<file path="config.mk">
export PLATFORM = sky130hd
export DESIGN_NAME = clock_set_ctrl
export DESIGN_NICKNAME = d
export VERILOG_FILES = /design/src/rtl/clock_pkg.sv /design/src/rtl/btn_conditioner.sv /design/src/rtl/clock_set_ctrl.sv
export SDC_FILE = /design/constraint.sdc
export NUM_CORES = 1
export LEC_CHECK = 0
export CORE_AREA = 2 2 115 117
export DETAILED_ROUTE_END_ITERATION = 8
export DIE_AREA = 0 0 117 119
export GPL_TIMING_DRIVEN = 0
export PLACE_DENSITY = 0.69
export RECOVER_POWER = 100
export SLEW_MARGIN = 30
export SYNTH_ARGS = -nofsm -noshare
export SYNTH_HDL_FRONTEND = slang
export SYNTH_SLANG_ARGS = --single-unit
</file>
<file path="constraint.sdc">
create_clock -name clk50 -period 3.76 [get_ports clk50]
set_input_delay 0.94 -clock clk50 [delete_from_list [all_inputs] [get_ports clk50]]
set_output_delay 0.94 -clock clk50 [all_outputs]
set_load 0.03 [all_outputs]
</file>
<file path="src/rtl/clock_pkg.sv">
// Shared state encoding, field indices and small helpers for the clock-setting controller.
package clock_pkg;

    typedef enum logic [1:0] {
        RUN      = 2'd0,
        SET_HOUR = 2'd1,
        SET_MIN  = 2'd2,
        SET_SEC  = 2'd3
    } state_t;

    // Field bit positions in inc/dec/blink
    localparam int SEC  = 0;
    localparam int MIN  = 1;
    localparam int HOUR = 2;

    // Button positions inside the conditioner bank
    localparam int BTN_MODE = 0;
    localparam int BTN_UP   = 1;
    localparam int BTN_DOWN = 2;

    // Mode button cycles RUN -> SET_HOUR -> SET_MIN -> SET_SEC -> RUN
    function automatic state_t advance_state(input state_t s);
        case (s)
            RUN:      return SET_HOUR;
            SET_HOUR: return SET_MIN;
            SET_MIN:  return SET_SEC;
            default:  return RUN;
        endcase
    endfunction

    // One-hot field being edited in a SET state, zero in RUN
    function automatic logic [2:0] field_mask(input state_t s);
        logic [2:0] m;
        m = 3'b000;
        case (s)
            SET_HOUR: m[HOUR] = 1'b1;
            SET_MIN:  m[MIN]  = 1'b1;
            SET_SEC:  m[SEC]  = 1'b1;
            default:  m = 3'b000;
        endcase
        return m;
    endfunction

endpackage

</file>
<file path="src/rtl/btn_conditioner.sv">
// Raw active-low button -> 2-FF synchronizer -> debounced level -> single-cycle press pulse.
module btn_conditioner #(
    parameter int DEBOUNCE_CYC = 1000000
)(
    input  logic clk50,
    input  logic reset,
    input  logic btn,
    output logic level,
    output logic press
);

    localparam int CNT_W = $clog2(DEBOUNCE_CYC) + 1;

    logic             sync1_reg, sync2_reg;
    logic             level_reg, level_next;
    logic             press_reg, press_next;
    logic             armed_reg, armed_next;
    logic [CNT_W-1:0] cnt_reg, cnt_next;

    // Synchronizer keeps sampling through reset so the true button level is known at release
    always_ff @(posedge clk50) begin
        sync1_reg <= btn;
        sync2_reg <= sync1_reg;
    end

    // Debounce: accept the new level after DEBOUNCE_CYC consecutive differing samples.
    // A press only counts once the button has been seen released (armed) since reset.
    always_comb begin
        level_next = level_reg;
        press_next = 1'b0;
        cnt_next   = cnt_reg;
        armed_next = armed_reg | (level_reg & sync2_reg);
        if (sync2_reg == level_reg) begin
            cnt_next = '0;
        end else if (cnt_reg == CNT_W'(DEBOUNCE_CYC - 1)) begin
            level_next = sync2_reg;
            cnt_next   = '0;
            press_next = ~sync2_reg & armed_reg;
        end else begin
            cnt_next = cnt_reg + CNT_W'(1);
        end
    end

    // Debounce state registers
    always_ff @(posedge clk50) begin
        if (!reset) begin
            level_reg <= 1'b1;
            press_reg <= 1'b0;
            armed_reg <= 1'b0;
            cnt_reg   <= '0;
        end else begin
            level_reg <= level_next;
            press_reg <= press_next;
            armed_reg <= armed_next;
            cnt_reg   <= cnt_next;
        end
    end

    assign level = level_reg;
    assign press = press_reg;

endmodule

</file>
<file path="src/rtl/clock_set_ctrl.sv">
// Clock-setting controller: mode FSM, up/down pulses with hold auto-repeat, idle timeout, blink.
module clock_set_ctrl
    import clock_pkg::*;
#(
    parameter int DEBOUNCE_CYC = 1000000,
    parameter int HOLD_CYC     = 25000000,
    parameter int REPEAT_CYC   = 5000000,
    parameter int TIMEOUT_SEC  = 10
)(
    input  logic       clk50,
    input  logic       reset,
    input  logic       btn_mode,
    input  logic       btn_up,
    input  logic       btn_down,
    input  logic       tick_1hz,
    output logic [2:0] inc,
    output logic [2:0] dec,
    output logic       count_en,
    output logic [2:0] blink,
    output logic [1:0] mode
);

    localparam int HOLD_W = $clog2(HOLD_CYC) + 1;
    localparam int REP_W  = $clog2(REPEAT_CYC) + 1;
    localparam int RPT_W  = (HOLD_W > REP_W) ? HOLD_W : REP_W;
    localparam int IDLE_W = $clog2(TIMEOUT_SEC) + 1;

    logic [2:0] btn_raw, btn_level, btn_press;
    logic       held_up, held_down, held_any, both_held;
    logic       ev_up, ev_down;

    state_t            state_reg, state_next;
    logic [RPT_W-1:0]  rpt_cnt_reg, rpt_cnt_next;
    logic              rpt_active_reg, rpt_active_next;
    logic              rpt_down_reg, rpt_down_next;
    logic              rpt_repeating_reg, rpt_repeating_next;
    logic [IDLE_W-1:0] idle_reg, idle_next;
    logic              phase_reg, phase_next;
    logic [2:0]        inc_reg, inc_next;
    logic [2:0]        dec_reg, dec_next;
    logic [2:0]        blink_reg, blink_next;
    logic              count_en_reg, count_en_next;

    assign btn_raw = {btn_down, btn_up, btn_mode};

    generate
        for (genvar gi = 0; gi < 3; gi++) begin : g_btn
            btn_conditioner #(
                .DEBOUNCE_CYC(DEBOUNCE_CYC)
            ) u_cond (
                .clk50(clk50),
                .reset(reset),
                .btn  (btn_raw[gi]),
                .level(btn_level[gi]),
                .press(btn_press[gi])
            );
        end
    endgenerate

    assign held_up   = ~btn_level[BTN_UP];
    assign held_down = ~btn_level[BTN_DOWN];
    assign held_any  = ~&btn_level;
    assign both_held = held_up & held_down;

    // Next-state, repeat timing, idle timeout and registered-output values
    always_comb begin
        state_next         = state_reg;
        rpt_cnt_next       = rpt_cnt_reg;
        rpt_active_next    = rpt_active_reg;
        rpt_down_next      = rpt_down_reg;
        rpt_repeating_next = rpt_repeating_reg;
        idle_next          = idle_reg;
        ev_up              = 1'b0;
        ev_down            = 1'b0;
        phase_next         = phase_reg ^ tick_1hz;

        if (state_reg == RUN) begin
            rpt_active_next    = 1'b0;
            rpt_repeating_next = 1'b0;
            rpt_cnt_next       = '0;
            idle_next          = '0;
            if (btn_press[BTN_MODE]) state_next = SET_HOUR;
        end else begin
            if (btn_press[BTN_MODE]) begin
                // Mode wins over any simultaneous up/down activity
                state_next         = advance_state(state_reg);
                rpt_active_next    = 1'b0;
                rpt_repeating_next = 1'b0;
                rpt_cnt_next       = '0;
            end else if (both_held) begin
                rpt_active_next    = 1'b0;
                rpt_repeating_next = 1'b0;
                rpt_cnt_next       = '0;
            end else if (btn_press[BTN_UP]) begin
                ev_up              = 1'b1;
                rpt_active_next    = 1'b1;
                rpt_down_next      = 1'b0;
                rpt_repeating_next = 1'b0;
                rpt_cnt_next       = RPT_W'(1);
            end else if (btn_press[BTN_DOWN]) begin
                ev_down            = 1'b1;
                rpt_active_next    = 1'b1;
                rpt_down_next      = 1'b1;
                rpt_repeating_next = 1'b0;
                rpt_cnt_next       = RPT_W'(1);
            end else if (rpt_active_reg && (rpt_down_reg ? held_down : held_up)) begin
                // Counter holds cycles since the last pulse; first gap is HOLD_CYC, then REPEAT_CYC
                if ((!rpt_repeating_reg && rpt_cnt_reg == RPT_W'(HOLD_CYC)) ||
                    ( rpt_repeating_reg && rpt_cnt_reg == RPT_W'(REPEAT_CYC))) begin
                    ev_up              = ~rpt_down_reg;
                    ev_down            = rpt_down_reg;
                    rpt_repeating_next = 1'b1;
                    rpt_cnt_next       = RPT_W'(1);
                end else begin
                    rpt_cnt_next = rpt_cnt_reg + RPT_W'(1);
                end
            end else begin
                rpt_active_next    = 1'b0;
                rpt_repeating_next = 1'b0;
                rpt_cnt_next       = '0;
            end

            // Idle timer: a user pressing or holding any key is not idle
            if ((|btn_press) || ev_up || ev_down || held_any) begin
                idle_next = '0;
            end else if (tick_1hz) begin
                if (idle_reg == IDLE_W'(TIMEOUT_SEC - 1)) begin
                    state_next = RUN;
                    idle_next  = '0;
                end else begin
                    idle_next = idle_reg + IDLE_W'(1);
                end
            end
        end

        inc_next      = ev_up   ? field_mask(state_reg) : 3'b000;
        dec_next      = ev_down ? field_mask(state_reg) : 3'b000;
        count_en_next = (state_next == RUN);
        blink_next    = field_mask(state_next) & {3{phase_next}};
    end

    // State and output registers
    always_ff @(posedge clk50) begin
        if (!reset) begin
            state_reg         <= RUN;
            rpt_cnt_reg       <= '0;
            rpt_active_reg    <= 1'b0;
            rpt_down_reg      <= 1'b0;
            rpt_repeating_reg <= 1'b0;
            idle_reg          <= '0;
            phase_reg         <= 1'b0;
            inc_reg           <= 3'b000;
            dec_reg           <= 3'b000;
            blink_reg         <= 3'b000;
            count_en_reg      <= 1'b1;
        end else begin
            state_reg         <= state_next;
            rpt_cnt_reg       <= rpt_cnt_next;
            rpt_active_reg    <= rpt_active_next;
            rpt_down_reg      <= rpt_down_next;
            rpt_repeating_reg <= rpt_repeating_next;
            idle_reg          <= idle_next;
            phase_reg         <= phase_next;
            inc_reg           <= inc_next;
            dec_reg           <= dec_next;
            blink_reg         <= blink_next;
            count_en_reg      <= count_en_next;
        end
    end

    assign inc      = inc_reg;
    assign dec      = dec_reg;
    assign blink    = blink_reg;
    assign count_en = count_en_reg;
    assign mode     = state_reg;

endmodule

</file>
# Yosys cells after proc, flatten, opt, wreduce, memory -nomap -nowiden

Cells that the tools add are included.

Register bits after elaboration: 125
Output and inout bits: 12

Add/subtract/negate cells: 5
Eq/ne operators: 16
Mux-type cells: 40
Bitwise gates (word level): 29
Reductions and logical operators: 30

Operator list:

| kind                                                  | count |
|---|---|
| adder 21 x 1 -> 21 bit, second input constant         | 3 |
| equality test 21 x 20 -> 1 bit, second input constant | 3 |
| 2-to-1 mux 1 bit                                      | 32 |
| adder 26 x 1 -> 26 bit, second input constant         | 1 |
| equality test 26 x 23 -> 1 bit, second input constant | 1 |
| equality test 26 x 25 -> 1 bit, second input constant | 1 |
| OR reduction 3 bit                                    | 8 |
| NOT 1 bit                                             | 17 |
| 2-to-1 mux 2 bit                                      | 6 |
| AND reduction 2 bit                                   | 5 |
| equality test 2 bit, second input constant            | 4 |
| OR reduction 8 bit                                    | 1 |
| bitwise AND 1 bit                                     | 7 |
| OR reduction 7 bit                                    | 1 |
| adder 5 x 1 -> 5 bit, second input constant           | 1 |
| equality test 5 x 4 -> 1 bit, second input constant   | 1 |
| 2-to-1 mux 5 bit                                      | 1 |
| equality test 2 x 1 -> 1 bit, second input constant   | 2 |
| zero test 2 bit                                       | 2 |
| logical OR 1 bit                                      | 4 |
| one-hot mux 2 bit (2 select lines)                    | 1 |
| AND reduction 4 bit                                   | 1 |
| OR reduction 4 bit                                    | 1 |
| bitwise AND 3 bit                                     | 1 |
| other kinds (8)                                       | 15 |

# Logic depth before layout (Yosys ltp)

Gate-level depths: netlist (run 1).

Word-level depth: 18
Gate-level depth with buffers: 7
Mapped depth without buffers: 6

# Modules after synthesis

From an unflattened synthesis (run 1), not the netlist that was laid out.

Cells, all modules: 609
Area, all modules: 5617.9 µm²

By module, submodules not included:

| module          | times used | cells each | area each (µm²) | sequential area each (µm²) |
|---|---|---|---|---|
| btn_conditioner | 3          | 120        | 1119.8          | 520.5 |
| clock_set_ctrl  | 1          | 249        | 2258.4          | 940.9 |

# Worst setup path before layout (run 1)

Ideal clock, no wire load.

Kind: input -> register
Start: input port reset
End: register rpt_cnt_reg[21]
Library setup time: 79 ps
Arrival: 2344 ps
Data required time: 3681 ps
Slack: 1336 ps
Stages on the path: 7
Buffers on the path: 3
Cell sequence: buf_6 -> inv_4 -> or4_4 -> or3_1 -> buf_6 -> buf_6 -> a211oi_2

Word-level cells in the longest chain between the ends: 2

Ends and longest elaborated chain:

| element                      | line                  | text |
|---|---|---|
| start: declaration           | clock_set_ctrl.sv:11  | `input logic reset,` |
| NOT 1 bit (no line)          | n/a                   |  |
| OR reduction 8 bit (no line) | n/a                   |  |
| end signal: assignment       | clock_set_ctrl.sv:158 | `rpt_cnt_reg <= rpt_cnt_next;` |
| end: declaration             | clock_set_ctrl.sv:33  | `logic [RPT_W-1:0] rpt_cnt_reg, rpt_cnt_next;` |

No other way between the ends.
A chain may end at the register's enable or synchronous reset.

# Final worst setup path (run 1)

Start: input port reset
End: register rpt_cnt_reg[25]

Same word-level chain as after synthesis.

==> results of run 1 <==
[critical path: cells and delay by family]
kind / cells / cell delay, ps
and+or+nand+nor: 2 / 960
buffers and inverters: 4 / 1180
AOI/OAI and AO/OA: 1 / 220
[cell usage in the layout, fill, tap and decap left out, types with 5 or more instances in the layout]
| cell type | instances |
|---|---|
| nor4b_1 | 7 |
| clkbuf_1 | 14 |
| inv_1 | 19 |
| dfxtp_1 | 125 |
| clkbuf_16 | 17 |
| or4_1 | 18 |
| or3_1 | 22 |
| xor2_1 | 28 |
| and4_1 | 11 |
| o31ai_1 | 18 |
| nand3_1 | 29 |
| ha_1 | 14 |
| a211oi_1 | 13 |
| clkinv_2 | 8 |
| nor3_1 | 24 |
| dlygate4sd3_1 | 15 |
| and3_1 | 5 |
| a21oi_1 | 26 |
| nor4_1 | 11 |
| nand4_1 | 27 |
| o21ai_0 | 18 |
| xnor2_1 | 25 |
| o211a_1 | 6 |
| nor2_1 | 70 |
| nand2_1 | 38 |
[per-stage QoR]
stage | util | cells | cell area (um2)
after CTS | 0.508 | 840 | 6550
after global placement | 0.464 | 808 | 5970
final | 0.505 | 840 | 6510
after floorplan | - | 617 | 5600
after global routing | 0.505 | 840 | 6510
after detailed placement | 0.464 | 808 | 5970
[power breakdown]
part,total [mW],internal (mW),switching (mW)
combinational,0.0397,0.0135,0.0262
sequential,1.34,1.34,0.00612
clock,1.58,0.996,0.582
[per-layer routing]
| layer | part of all wire | vias up | routed length [um] |
|---|---|---|---|
| met5 | 0 | - | 0 |
| met4 | 0.010 | 0 | 116 |
| met3 | 0.041 | 9 | 469 |
| met2 | 0.48 | 84 | 5520 |
| met1 | 0.47 | 2171 | 5410 |
| li1 | - | 2320 | - |
[final cells by class]
cell class / count / area share
well taps: 176 / 0.0338
clock buffers: 19 / 0.0696
clock inverters: 13 / 0.0188
flip-flops and latches: 125 / 0.385
multi-input cells: 446 / 0.436
repair buffers: 15 / 0.0231
inverters: 20 / 0.0117
plain buffers: 26 / 0.0219
[worst max path at each step]
stage,cells past startpoint,slack (ps),from,endpoint
detailed placement,7,1180,reset,rpt_cnt_reg[21]
global route,7,620,reset,rpt_cnt_reg[24]
finish,7,800,reset,rpt_cnt_reg[25]
global placement,7,1230,reset,rpt_cnt_reg[22]
floorplan,7,1340,reset,rpt_cnt_reg[21]
CTS,1,1220,mode[0],mode[0]
[logic make-up (layout without fill, tap and decap cells)]
group	after synthesis	in the layout	synth area share
xor gates and xnor gates	53	53	0.0829
adders and majority gates	14	14	0.0313
buffers and inverters	46	93	0.0407
DFF	125	125	0.447
AOI/OAI and AO/OA	94	94	0.119
and+or+nand+nor	285	285	0.280
==> results.cfg, run 1 <==
[run_status]
outcome = completed

[global_routing]
grtUsageMet3 = 0.0595
grt.total_usage = 0.179
met1_usage = 0.230
grt_pass1_vias = 4292
grt_max_degree = 17
antenna_found_initial = 0
met2_usage = 0.280
grt_pass1_wl_mm = 19.9
grt_overflow = 0
top_usage_layer = met2

[floorplan]
fp.coreArea_um2 = 12900
fp-row-count = 42
die_h_um = 119
fp.dieArea_um2 = 13900
ios = 18
die_x_um = 117
start_util = 0.435

[cells_and_area]
fillCellCount = 1206
regArea_um2 = 2500
multi_input_area_um2 = 2840
fin_nets = 671
area_growth_pct = 16.2
largest_reg_flops = 63
antenna-diode-count = 0
drive_gt1_frac = 0.0783

[yosys]
ys_seq_area_frac = 0.447
synthMostInstantiatedCell = dfxtp_1
ys_ff_latch = 125
yosysWarningCount = 0
synthTopCellsByCount = dfxtp_1 (125), nor2_1 (70), nand2_1 (38)
synthFlopType = dfxtp_1
syn_inst = 617
synth.area.top_cells = dfxtp_1 (45%), nor2_1 (4.7%), xor2_1 (4.4%), xnor2_1 (3.9%), ha_1 (3.1%)
synth_area_um2 = 5600
synth_edf_count = 0
synth_top_area_cell = dfxtp_1
post-synth-top-area-fraction = 0.447
yosysUniqueCellTypes = 49
avgSynthCellArea_um2 = 9.07
async_flop_share = 0
synthesis.nets = 637

[worst_setup_path]
arrival_ps = 3310
regToRegStartpoint = g_btn[2].u_cond.cnt_reg[0]
reg2reg_slack_ps = 1480
critPathMaxFanout = 10
start_kind = input port
path_common_cell = buf_6
worstReg2RegEnd = g_btn[2].u_cond.cnt_reg[17]
r2r_cells = 7
critical-path-max-stage-delay_ps = 620
required_ps = 4110
slowest_stage = or4_4
path_class = in -> reg
cp-end-kind = flip-flop
crit_chain = clkbuf_1 > clkinvlp_2 > or4_4 > or3_1 > buf_6 > buf_6 > a211oi_1

[worst_hold_path]
hold_end = g_btn[1].u_cond.sync2_reg
min_from = g_btn[1].u_cond.sync1_reg
hold_path_class = reg -> reg
whs_path_depth = 0

[power]
totalPowerFinal_mw = 2.96
power_leakage_nw = 2.18
power_density_nw_per_um2 = 455
ir_drop_mv = 0.292

[timing]
maxSlewHeadroom = 0.628
tns_ps = 0
min_period_ps = 2960
hold_viol_final = 0
setup_slack_ps = 802
skew_ps = 33.5
setup_viol = 0
holdWs_ps = 325
max_freq_mhz = 338
fin_crit_sh = 0.787
drv_slew = 0
tightest_slew_ps = 554
rsz0062_at_grt = false

[cts]
path_clk_slew_ps = 60
postCtsSetupBuffers = 0
clk_latency_ps = 440
clockRootBuffer = clkbuf_16
cts_hold_buf = 0
htreeDepth = 4
clockBufferDepth = 2
clock-sinks = 125
cts_tree = done
cts_buffers = 17
post_cts_resize_count = 0

[place]
place.gp.congestion = 0.829
portBuffers = 15
dp_hpwl_mm = 8.08
pre_cts_ws_ps = 1180

[drt]
dr.pass1.iters = 6
vias = 4584
drcViolationCount = 0
routed_via_density = 5.46
wl_mm = 11.5
ant_nets = 0
drt_iter0_markers = 163
wire_per_inst_um = 13.7

[job]
cap_violations = 0
(Power assumes the default switching activity.)
==> run 2: changes to the inputs <==
Settings changed: PLACE_DENSITY 0.69 to 0.71.
Clock period 3.76 ns to 2.7 ns, I/O delays scaled along.
==> run 2 against run 1 <==
Register-to-register slack got worse by 1200 ps. First-iteration DRC count increased by 34%. Final area grew 0.17%.
==> results.cfg, run 2 (synthesis results as in run 1) <==
[floorplan]
fp.dieArea_um2 = 13900
fp-row-count = 42
fp.coreArea_um2 = 12900
die_x_um = 117
ios = 18
die_h_um = 119
start_util = 0.435

[timing]
hold_viol_final = 0
maxSlewHeadroom = 0.466
min_period_ps = 2440
tns_ps = 0
drv_slew = 0
setup_viol = 0
skew_ps = 3.76
fin_crit_sh = 0.903
rsz0062_at_grt = false
tightest_slew_ps = 800
max_freq_mhz = 410

[cts]
clockRootBuffer = clkbuf_16
post_cts_resize_count = 0
cts_hold_buf = 0
path_clk_slew_ps = 50
clock-sinks = 125
htreeDepth = 4
clk_latency_ps = 420
cts_buffers = 17
postCtsSetupBuffers = 0
cts_tree = done
clockBufferDepth = 2

[cells_and_area]
fin_util = 0.506
layout_commonest_cell = dfxtp_1
design_area_um2 = 6520
antenna-diode-count = 0
largest_reg_flops = 63
multi_input_area_um2 = 2820
drive_gt1_frac = 0.0753
fin_cells = 840
regArea_um2 = 2500
fin_nets = 671
area_growth_pct = 16.4
final_cell_mix = dfxtp_1 (125), nor2_1 (70), nand2_1 (38)
fillCellCount = 1174

[worst_setup_path]
required_ps = 3030
arrival_ps = 2770
cp-startpoint = mode[0]
cp-end-kind = flip-flop
start_kind = flip-flop
reg2reg_slack_ps = 260
critPathMaxFanout = 10
slowest_stage = or4_1
crit_chain = inv_1 > ha_1 > or4_1 > or3_1 > clkbuf_1 > buf_6 > a211oi_1
regToRegStartpoint = mode[0]
path_class = reg -> reg
critical-path-max-stage-delay_ps = 580

[global_routing]
grt_pass1_wl_mm = 20.4
grt.total_usage = 0.183
grt_pass1_vias = 4560
grt_max_degree = 17
grt_overflow = 0
antenna_found_initial = 0

[place]
place.gp.congestion = 0.841
dp_hpwl_mm = 8.24
dp.cells = 808
portBuffers = 15
place_area_um2 = 5970

[drt]
drt_iter0_markers = 219
vias = 4628
routed_via_density = 5.51
wire_per_inst_um = 14.0
ant_nets = 0
wl_mm = 11.7
drcViolationCount = 0
dr.pass1.iters = 4

[power]
power_density_nw_per_um2 = 647
clock_power_share = 0.544
ir_drop_mv = 0.495
seqPwrFrac = 0.443
p_switching_uw = 851
p_comb_frac = 0.013
swShare = 0.202
power_leakage_nw = 2.19
p_int_mw = 3.37

[worst_hold_path]
min_from = g_btn[1].u_cond.sync1_reg
hold_path_class = reg -> reg

[run_status]
outcome = completed

[job]
cap_violations = 0
run 2: cell types whose count changed in the layout (fill, tap and decap cells not counted), sizes merged:
cell,delta
clkinv,-1
clkbuf,+1
clkinvlp,-2
bufinv,+1
inv,+1
run 2: power by group through the flow:
stage               Clock (mW)  Sequential, mW  Combinational, mW
floorplan                    0            1.91             0.0410
global placement             0            1.91             0.0541
detailed placement           0            1.91             0.0563
CTS                       2.33            1.87             0.0566
global route              2.42            1.87             0.0640
finish                    2.29            1.87             0.0555
run 2: final cells by class:
type                    count  share of cell area
multi-input cells         446               0.433
clock buffers              20              0.0701
plain buffers              26              0.0219
repair buffers             15              0.0230
well taps                 176              0.0338
flip-flops and latches    125               0.384
clock inverters            12              0.0221
inverters                  20              0.0119
run 2: final timing paths:
| check | end | cells after the start |
|---|---|---|
| setup / recovery | rpt_cnt_reg[21] | 7 |
| hold / removal | g_btn[1].u_cond.sync2_reg | 0 |
| setup reg to reg | rpt_cnt_reg[21] | 7 |
| hold reg to reg | g_btn[1].u_cond.sync2_reg | 0 |
run 2: critical path: cells and delay by family (launching register included):
family                     cells  cell delay, ps
AOI/OAI and AO/OA              1             210
adders and majority gates      1             250
buffers and inverters          3             550
DFF                            1             420
and+or+nand+nor                2             910
run 2: through the flow:
stage,hold slack [ps],setup slack (ps),power [mW]
final,326,262,4.22
after global routing,335,100,4.35
after CTS,326,440,4.26
after detailed placement,319,417,1.96
after global placement,313,450,1.96
after floorplan,310,439,1.95
run 2: layer usage:
layer	up-vias	part of all wire	wire, um	track usage
met5	-	0	0	0
met1	2209	0.47	5460	0.228
met4	0	0.018	209	0.0772
li1	2319	-	-	-
met3	19	0.039	456	0.0560
met2	81	0.48	5610	0.292
